--- src/rtl/alu_accumulator_stage.sv ---
// Accumulator execution stage in front of a combinational ALU. It latches one
// command at a time, holds the ALU inputs for a settle window, then captures Y and the flags.
module alu_accumulator_stage #(
    parameter int DATA_WIDTH    = 8,
    parameter int SETTLE_CYCLES = 1
) (
    input  logic                  CLK,
    input  logic                  RESET_L,
    input  logic                  IN_VALID,
    output logic                  IN_READY,
    input  logic                  IN_LOAD,
    input  logic                  IN_CLEAR,
    input  logic [2:0]            IN_OP,
    input  logic [DATA_WIDTH-1:0] IN_B,
    output logic [DATA_WIDTH-1:0] ALU_A,
    output logic [DATA_WIDTH-1:0] ALU_B,
    output logic [2:0]            ALU_OP,
    input  logic [DATA_WIDTH-1:0] ALU_Y,
    input  logic                  ALU_C,
    input  logic                  ALU_V,
    input  logic                  ALU_N,
    input  logic                  ALU_Z,
    output logic [DATA_WIDTH-1:0] ACC,
    output logic [3:0]            FLAGS,
    output logic                  OUT_VALID,
    output logic                  BUSY,
    output logic [7:0]            OP_COUNT
);

    typedef enum logic [1:0] {
        ST_IDLE    = 2'd0,
        ST_SETTLE  = 2'd1,
        ST_CAPTURE = 2'd2
    } state_t;

    localparam logic [3:0] SETTLE_INIT = 4'(SETTLE_CYCLES);
    localparam logic [3:0] FLAGS_RESET = 4'b0001;

    // A direct load carries no carry/overflow information, only sign and zero.
    function automatic logic [3:0] load_flags(input logic [DATA_WIDTH-1:0] value);
        return {1'b0, 1'b0, value[DATA_WIDTH-1], (value == {DATA_WIDTH{1'b0}})};
    endfunction

    state_t                  state_r, state_n;
    logic [3:0]              cnt_r, cnt_n;
    logic [DATA_WIDTH-1:0]   acc_r, acc_n;
    logic [3:0]              flags_r, flags_n;
    logic [DATA_WIDTH-1:0]   alu_a_r, alu_a_n;
    logic [DATA_WIDTH-1:0]   alu_b_r, alu_b_n;
    logic [2:0]              alu_op_r, alu_op_n;
    logic                    out_valid_r, out_valid_n;
    logic [7:0]              op_count_r, op_count_n;
    logic                    in_ready_s;
    logic                    accept_s;

    assign in_ready_s = (state_r == ST_IDLE) && !IN_CLEAR;
    assign accept_s   = IN_VALID && in_ready_s;

    // Next-state and next-register computation; clear overrides every state.
    always_comb begin
        state_n     = state_r;
        cnt_n       = cnt_r;
        acc_n       = acc_r;
        flags_n     = flags_r;
        alu_a_n     = alu_a_r;
        alu_b_n     = alu_b_r;
        alu_op_n    = alu_op_r;
        out_valid_n = 1'b0;
        op_count_n  = op_count_r;
        if (IN_CLEAR) begin
            state_n = ST_IDLE;
            cnt_n   = 4'd0;
            acc_n   = {DATA_WIDTH{1'b0}};
            flags_n = FLAGS_RESET;
        end else begin
            case (state_r)
                ST_IDLE: begin
                    if (accept_s && IN_LOAD) begin
                        acc_n       = IN_B;
                        flags_n     = load_flags(IN_B);
                        out_valid_n = 1'b1;
                        op_count_n  = op_count_r + 8'd1;
                    end else if (accept_s) begin
                        alu_a_n  = acc_r;
                        alu_b_n  = IN_B;
                        alu_op_n = IN_OP;
                        cnt_n    = SETTLE_INIT;
                        state_n  = ST_SETTLE;
                    end else begin
                        state_n = ST_IDLE;
                    end
                end
                ST_SETTLE: begin
                    cnt_n = cnt_r - 4'd1;
                    if (cnt_r <= 4'd1) begin
                        state_n = ST_CAPTURE;
                    end else begin
                        state_n = ST_SETTLE;
                    end
                end
                ST_CAPTURE: begin
                    acc_n       = ALU_Y;
                    flags_n     = {ALU_C, ALU_V, ALU_N, ALU_Z};
                    out_valid_n = 1'b1;
                    op_count_n  = op_count_r + 8'd1;
                    cnt_n       = 4'd0;
                    state_n     = ST_IDLE;
                end
                default: begin
                    state_n = ST_IDLE;
                    cnt_n   = 4'd0;
                end
            endcase
        end
    end

    // State and datapath registers with asynchronous reset.
    always_ff @(posedge CLK or negedge RESET_L) begin
        if (!RESET_L) begin
            state_r     <= ST_IDLE;
            cnt_r       <= 4'd0;
            acc_r       <= {DATA_WIDTH{1'b0}};
            flags_r     <= FLAGS_RESET;
            alu_a_r     <= {DATA_WIDTH{1'b0}};
            alu_b_r     <= {DATA_WIDTH{1'b0}};
            alu_op_r    <= 3'd0;
            out_valid_r <= 1'b0;
            op_count_r  <= 8'd0;
        end else begin
            state_r     <= state_n;
            cnt_r       <= cnt_n;
            acc_r       <= acc_n;
            flags_r     <= flags_n;
            alu_a_r     <= alu_a_n;
            alu_b_r     <= alu_b_n;
            alu_op_r    <= alu_op_n;
            out_valid_r <= out_valid_n;
            op_count_r  <= op_count_n;
        end
    end

    assign IN_READY  = in_ready_s;
    assign BUSY      = (state_r != ST_IDLE);
    assign ALU_A     = alu_a_r;
    assign ALU_B     = alu_b_r;
    assign ALU_OP    = alu_op_r;
    assign ACC       = acc_r;
    assign FLAGS     = flags_r;
    assign OUT_VALID = out_valid_r;
    assign OP_COUNT  = op_count_r;

endmodule

--- config.mk ---
export PLATFORM = sky130hd
export DESIGN_NAME = alu_accumulator_stage
export DESIGN_NICKNAME = d
export VERILOG_FILES = /design/src/rtl/alu_accumulator_stage.sv
export SDC_FILE = /design/constraint.sdc
export NUM_CORES = 1
export LEC_CHECK = 0
export CAP_MARGIN = 25
export CORE_ASPECT_RATIO = 0.6
export CORE_MARGIN = 1.5
export CORE_UTILIZATION = 48
export DETAILED_ROUTE_END_ITERATION = 8
export PLACE_DENSITY = 0.84
export SYNTH_ARGS = -nofsm -noshare
export SYNTH_HDL_FRONTEND = slang
export SYNTH_SLANG_ARGS = --single-unit
--- constraint.sdc ---
create_clock -name CLK -period 3.6 [get_ports CLK]
set_clock_uncertainty 0.05 [all_clocks]
set_input_delay 0.54 -clock CLK [delete_from_list [all_inputs] [get_ports CLK]]
set_output_delay 0.54 -clock CLK [all_outputs]
set_load 0.1 [all_outputs]
Word-level counts from Yosys, hierarchy flattened
Cells that the tools add are included.
- register bits after elaboration: 46
- bits in latches: 0
- RAM bits: 0
- memory bits (read-only): 0
- input bits: 28
- output and inout bits: 42
- word-level logic and storage cells: 53
- memories kept: 0
- add/sub/neg operators: 2
- $mul: 0
- divide/modulo/power cells: 0
- $lt $le $gt $ge: 1
- eq/ne operators: 6
- shift operators: 0
- muxes and demuxes: 20
- bitwise operators: 2
- reductions and logical operators: 13
- operators by type and width (cell ; count):
    8-bit case mux with 2 select lines ; 2
    8-bit 2-to-1 mux ; 3
    4-bit 2-to-1 mux ; 5
    4-bit case mux with 2 select lines ; 2
    8-bit by 1-bit adder with 8-bit output (second input constant) ; 1
    8-bit zero test ; 1
    2-bit 2-to-1 mux ; 3
    3-bit != test (second input constant) ; 2
    4-bit by 1-bit <= comparator with 1-bit output (second input constant) ; 1
    2-bit case mux with 2 select lines ; 1
    2-bit AND reduction ; 2
    4-bit AND reduction ; 1
    2-bit nonzero test ; 2
    4-bit by 1-bit subtractor with 4-bit output (second input constant) ; 1
    1-bit logical AND ; 3
    1-bit 2-to-1 mux ; 3
    3-bit by 2-bit != test with 1-bit output (second input constant) ; 1
    3-bit AND reduction ; 1
    3-bit nonzero test ; 1
    2-bit by 1-bit == test with 1-bit output (second input constant) ; 1
    2-bit == test (second input constant) ; 1
    2-bit zero test ; 1
    2-bit by 1-bit != test with 1-bit output (second input constant) ; 1
    1-bit inverter ; 2
    other kinds (2) ; 2

Depth between registers and ports, before layout
- depth after elaboration: 7
- mapped depth: 6
- depth with buffers taken out: 5

Worst setup path after synthesis
Ideal clock, no wire load.
- path type: input port to flip-flop
- start point: input IN_CLEAR
- end point: register alu_a_r[0] (netlist: ALU_A[0])
- setup time: 0.126 ns
- arrival time: 1.809 ns
- required time: 3.424 ns
- path slack: 1.615 ns
- stages on the path: 6
- buffers on the path: 2
- cells stage by stage: or2_1 > buf_6 > nor2_8 > nand2_4 > buf_6 > mux2_2
- cells in the longest elaborated chain, start to end: 6
- elaborated cells between the ends (all ways): 7
- RTL lines (element ; line ; RTL):
    start: declaration ; 12 ; input logic IN_CLEAR,
    1-bit zero test (*) ; 56 ; assign in_ready_s = (state_r == ST_IDLE) && !IN_CLEAR;
    1-bit logical AND (*) ; 56 ;
    net IN_READY ; 10 ; output logic IN_READY,
    1-bit logical AND (*) ; 57 ; assign accept_s = IN_VALID && in_ready_s;
    1-bit logical AND ; 78 ; if (accept_s && IN_LOAD) begin
    1-bit inverter (no line) ; n/a ;
    4-bit AND reduction (no line) (*) ; n/a ;
    end signal: assignment ; 124 ; alu_a_r <= {DATA_WIDTH{1'b0}};
    end signal: assignment ; 134 ; alu_a_r <= alu_a_n;
    end: declaration ; 48 ; logic [DATA_WIDTH-1:0] alu_a_r, alu_a_n;
The timed path passes the listed nets; every way through them passes the cells marked *.
A chain may end at the register's enable or synchronous reset.

Worst setup path after layout
- start point: register flags_r[0] (netlist: FLAGS[0])
- end point: output FLAGS[0]
- RTL lines (element ; line ; RTL):
    start: declaration ; 47 ; logic [3:0] flags_r, flags_n;
    start signal: assignment ; 133 ; flags_r <= flags_n;
    end: declaration ; 24 ; output logic [3:0] FLAGS,
No word-level cell between the ends.

==> results.txt <==
Outcome = complete, no violations
Dpl hpwl = 3210 µm
Sequential-to-total area share from yosys stat = 56.9%
RSZ-0062 raised after global routing = no
Clk sinks = 46
Max FO, Critical Path = 2
PostCTS Resize Cnt = 0
Routability cong. = 0.830
WS Path Type = reg -> out
CP Cell Sequence = clkdlybuf4s50_1
CP max stage delay = 1.12 ns
Full die area = 4630 µm²
Routed Antenna Nets = 0
Vias in the first global route = 1464
Sum of negative setup slack = 0 ns
Initial antenna violation count = 0
# IOs = 70
Commonest non-fill, non-tap cell in the layout = clkdlybuf4s50_1
Antenna fix cells = 0
Critical Path RT = 3.01 ns
DR WL/cell = 15.7 µm
DRT iter0 DRCs = 66
Post-Syn Area = 2030 µm²
Site Rows = 18
PwrDens = 702 nW/µm²
Clk Latency, worst-skew pair = 0.30 ns
Largest net degree at the start of global routing = 47
Worst slew pin tran = 0.995 ns
Headroom to the max-slew limit = 33.5%
Layout Nets = 256
Worst Hold Launch = FLAGS[0]
Max Cap Viol = 0
Asr flop ratio synth = 100%
Mapped Cells = 155
Worst hold path type = reg -> reg
Total leakage power = 1.26 nW
Count of final setup violators = 0
Syn nets = 186
CTS clk-pin slew, worst paths = 0.09 ns
Final core occ = 69.8%
Most used DFF post-synth = dfrtp_1
Synthesized flop and latch total = 46
CP Capture Type = primary output
H-tree levels = 2
Residual DRC count = 0
Total global routing overflow = 0
Worst path top cell family by delay = buffers and inverters
Worst setup path start = FLAGS[0]
Library cells used by synthesis = 37
Vias = 1457
CTS tree = done
Detail-routed via count per cell = 5.09
Initial Utilization = 49.7%
Worst Path Buf+Inv = 1
Minimum clock period = 2.57 ns
Maximum VDD drop = 0.000473 V
PortBufs = 69
Most frequent cells in the layout = clkdlybuf4s50_1, dfrtp_1, mux2_2
FMAX = 0.389 GHz
Startpoint Class = register
1st-pass router iterations = 4
Layout cells sized above 1 = 15.9%
Final hold viol count = 0
Arr. time, crit path = 1.98 ns
CTS root buffer = clkbuf_8
Fill cell count = 307
Slowest cell on crit path = clkdlybuf4s50_1
Number of CTS-inserted buffers = 5
Post-synth EDFFs = 0
Clock Path Buffers = 2
Core area = 4080 µm²
Synth warn = 0
Period utilization = 71.4%
Synth-to-layout area growth = 40.4%
First-pass GRT wire length = 7280 µm
Routed wire length = 4500 µm
Die Width = 86.9 µm
FF-to-FF Start = state_r[0]
Hold Worst Slack = 0.439 ns
DIE HEIGHT = 53.3 µm
Mapped Avg Cell Area = 13.1 µm²
Total track usage = 21.7%
Final Max Slew Viols = 0
per-layer routing:
layer  track usage, %  vias up  wire length [µm]
li1                 -      687                 -
met1             27.9      711              2110
met2             33.3       52              1950
met3             9.05        7               395
met4             7.26        0                53
met5                0        -                 0
sequential cells by signal, summed over array words and instances (netlist names):
register   count
ACC            8
ALU_A          8
ALU_B          8
OP_COUNT       8
FLAGS          4
cnt_r          4
ALU_OP         3
state_r        2
OUT_VALID      1
power by group:
group / internal, mW / switching (mW)
Combinational: 0.244 / 0.742
Clock: 0.155 / 0.180
Sequential: 0.602 / 0.0739
path summary, 6_finish.rpt:
| kind | cells after the start | slack, ns | to |
|---|---|---|---|
| max | 1 | 1.03 | FLAGS[0] |
| min | 2 | 0.44 | FLAGS[0] |
| max reg2reg | 4 | 1.56 | FLAGS[0] |
| min reg2reg | 2 | 0.44 | FLAGS[0] |
| max in group asynchronous | 3 | 2.48 | FLAGS[0] |
| min in group asynchronous | 2 | 0.54 | ALU_OP[2] |
cell usage after synthesis (3+ instances only):
cell,count,area share (%)
buf_6,4,2.2
xnor2_1,3,1.3
mux2_2,19,11
ha_1,3,1.9
nor2_1,10,1.9
nor3_1,5,1.2
nor3b_1,3,1.1
inv_1,4,0.74
o2bb2ai_1,7,3.0
dfrtp_1,45,56
a21oi_1,4,0.99
mux2i_1,7,3.5
nand2_1,6,1.1
xor2_1,6,2.6
cells by family after synthesis:
| group | after synthesis | synth area share (%) |
|---|---|---|
| DFF | 46 | 56.9 |
| and+or+nand+nor | 40 | 12.0 |
| muxes | 26 | 14.0 |
| AOI/OAI and AO/OA | 19 | 7.47 |
| buffers and inverters | 12 | 3.83 |
| xor gates and xnor gates | 9 | 3.89 |
| adders and majority gates | 3 | 1.85 |
layout make-up:
| cell class | instances | area [µm²] | share of cell area (%) |
|---|---|---|---|
| clock buffer | 6 | 82.6 | 2.90 |
| clock inverter | 2 | 12.5 | 0.440 |
| inverter | 4 | 15.0 | 0.528 |
| multi-input combinational | 97 | 796 | 28.0 |
| sequential | 46 | 1150 | 40.5 |
| tap | 60 | 75.1 | 2.64 |
| timing repair buffer | 71 | 711 | 25.0 |
metrics by stage:
stage,total power [mW],setup WS (ns),std cells,instance area [µm²]
after floorplan,1.42,1.62,155,2030
after detailed placement,1.67,1.15,276,2720
after global placement,1.66,1.17,276,2720
after CTS,2.00,1.03,284,2810
after global routing,2.08,0.993,286,2840
final,2.00,1.03,286,2840
what timing repair did:
action	CTS	global route
buffers inserted	0	0
hold buffers	0	1
hold endpoints to repair	0	4
Power figures use the tool's default switching activity.
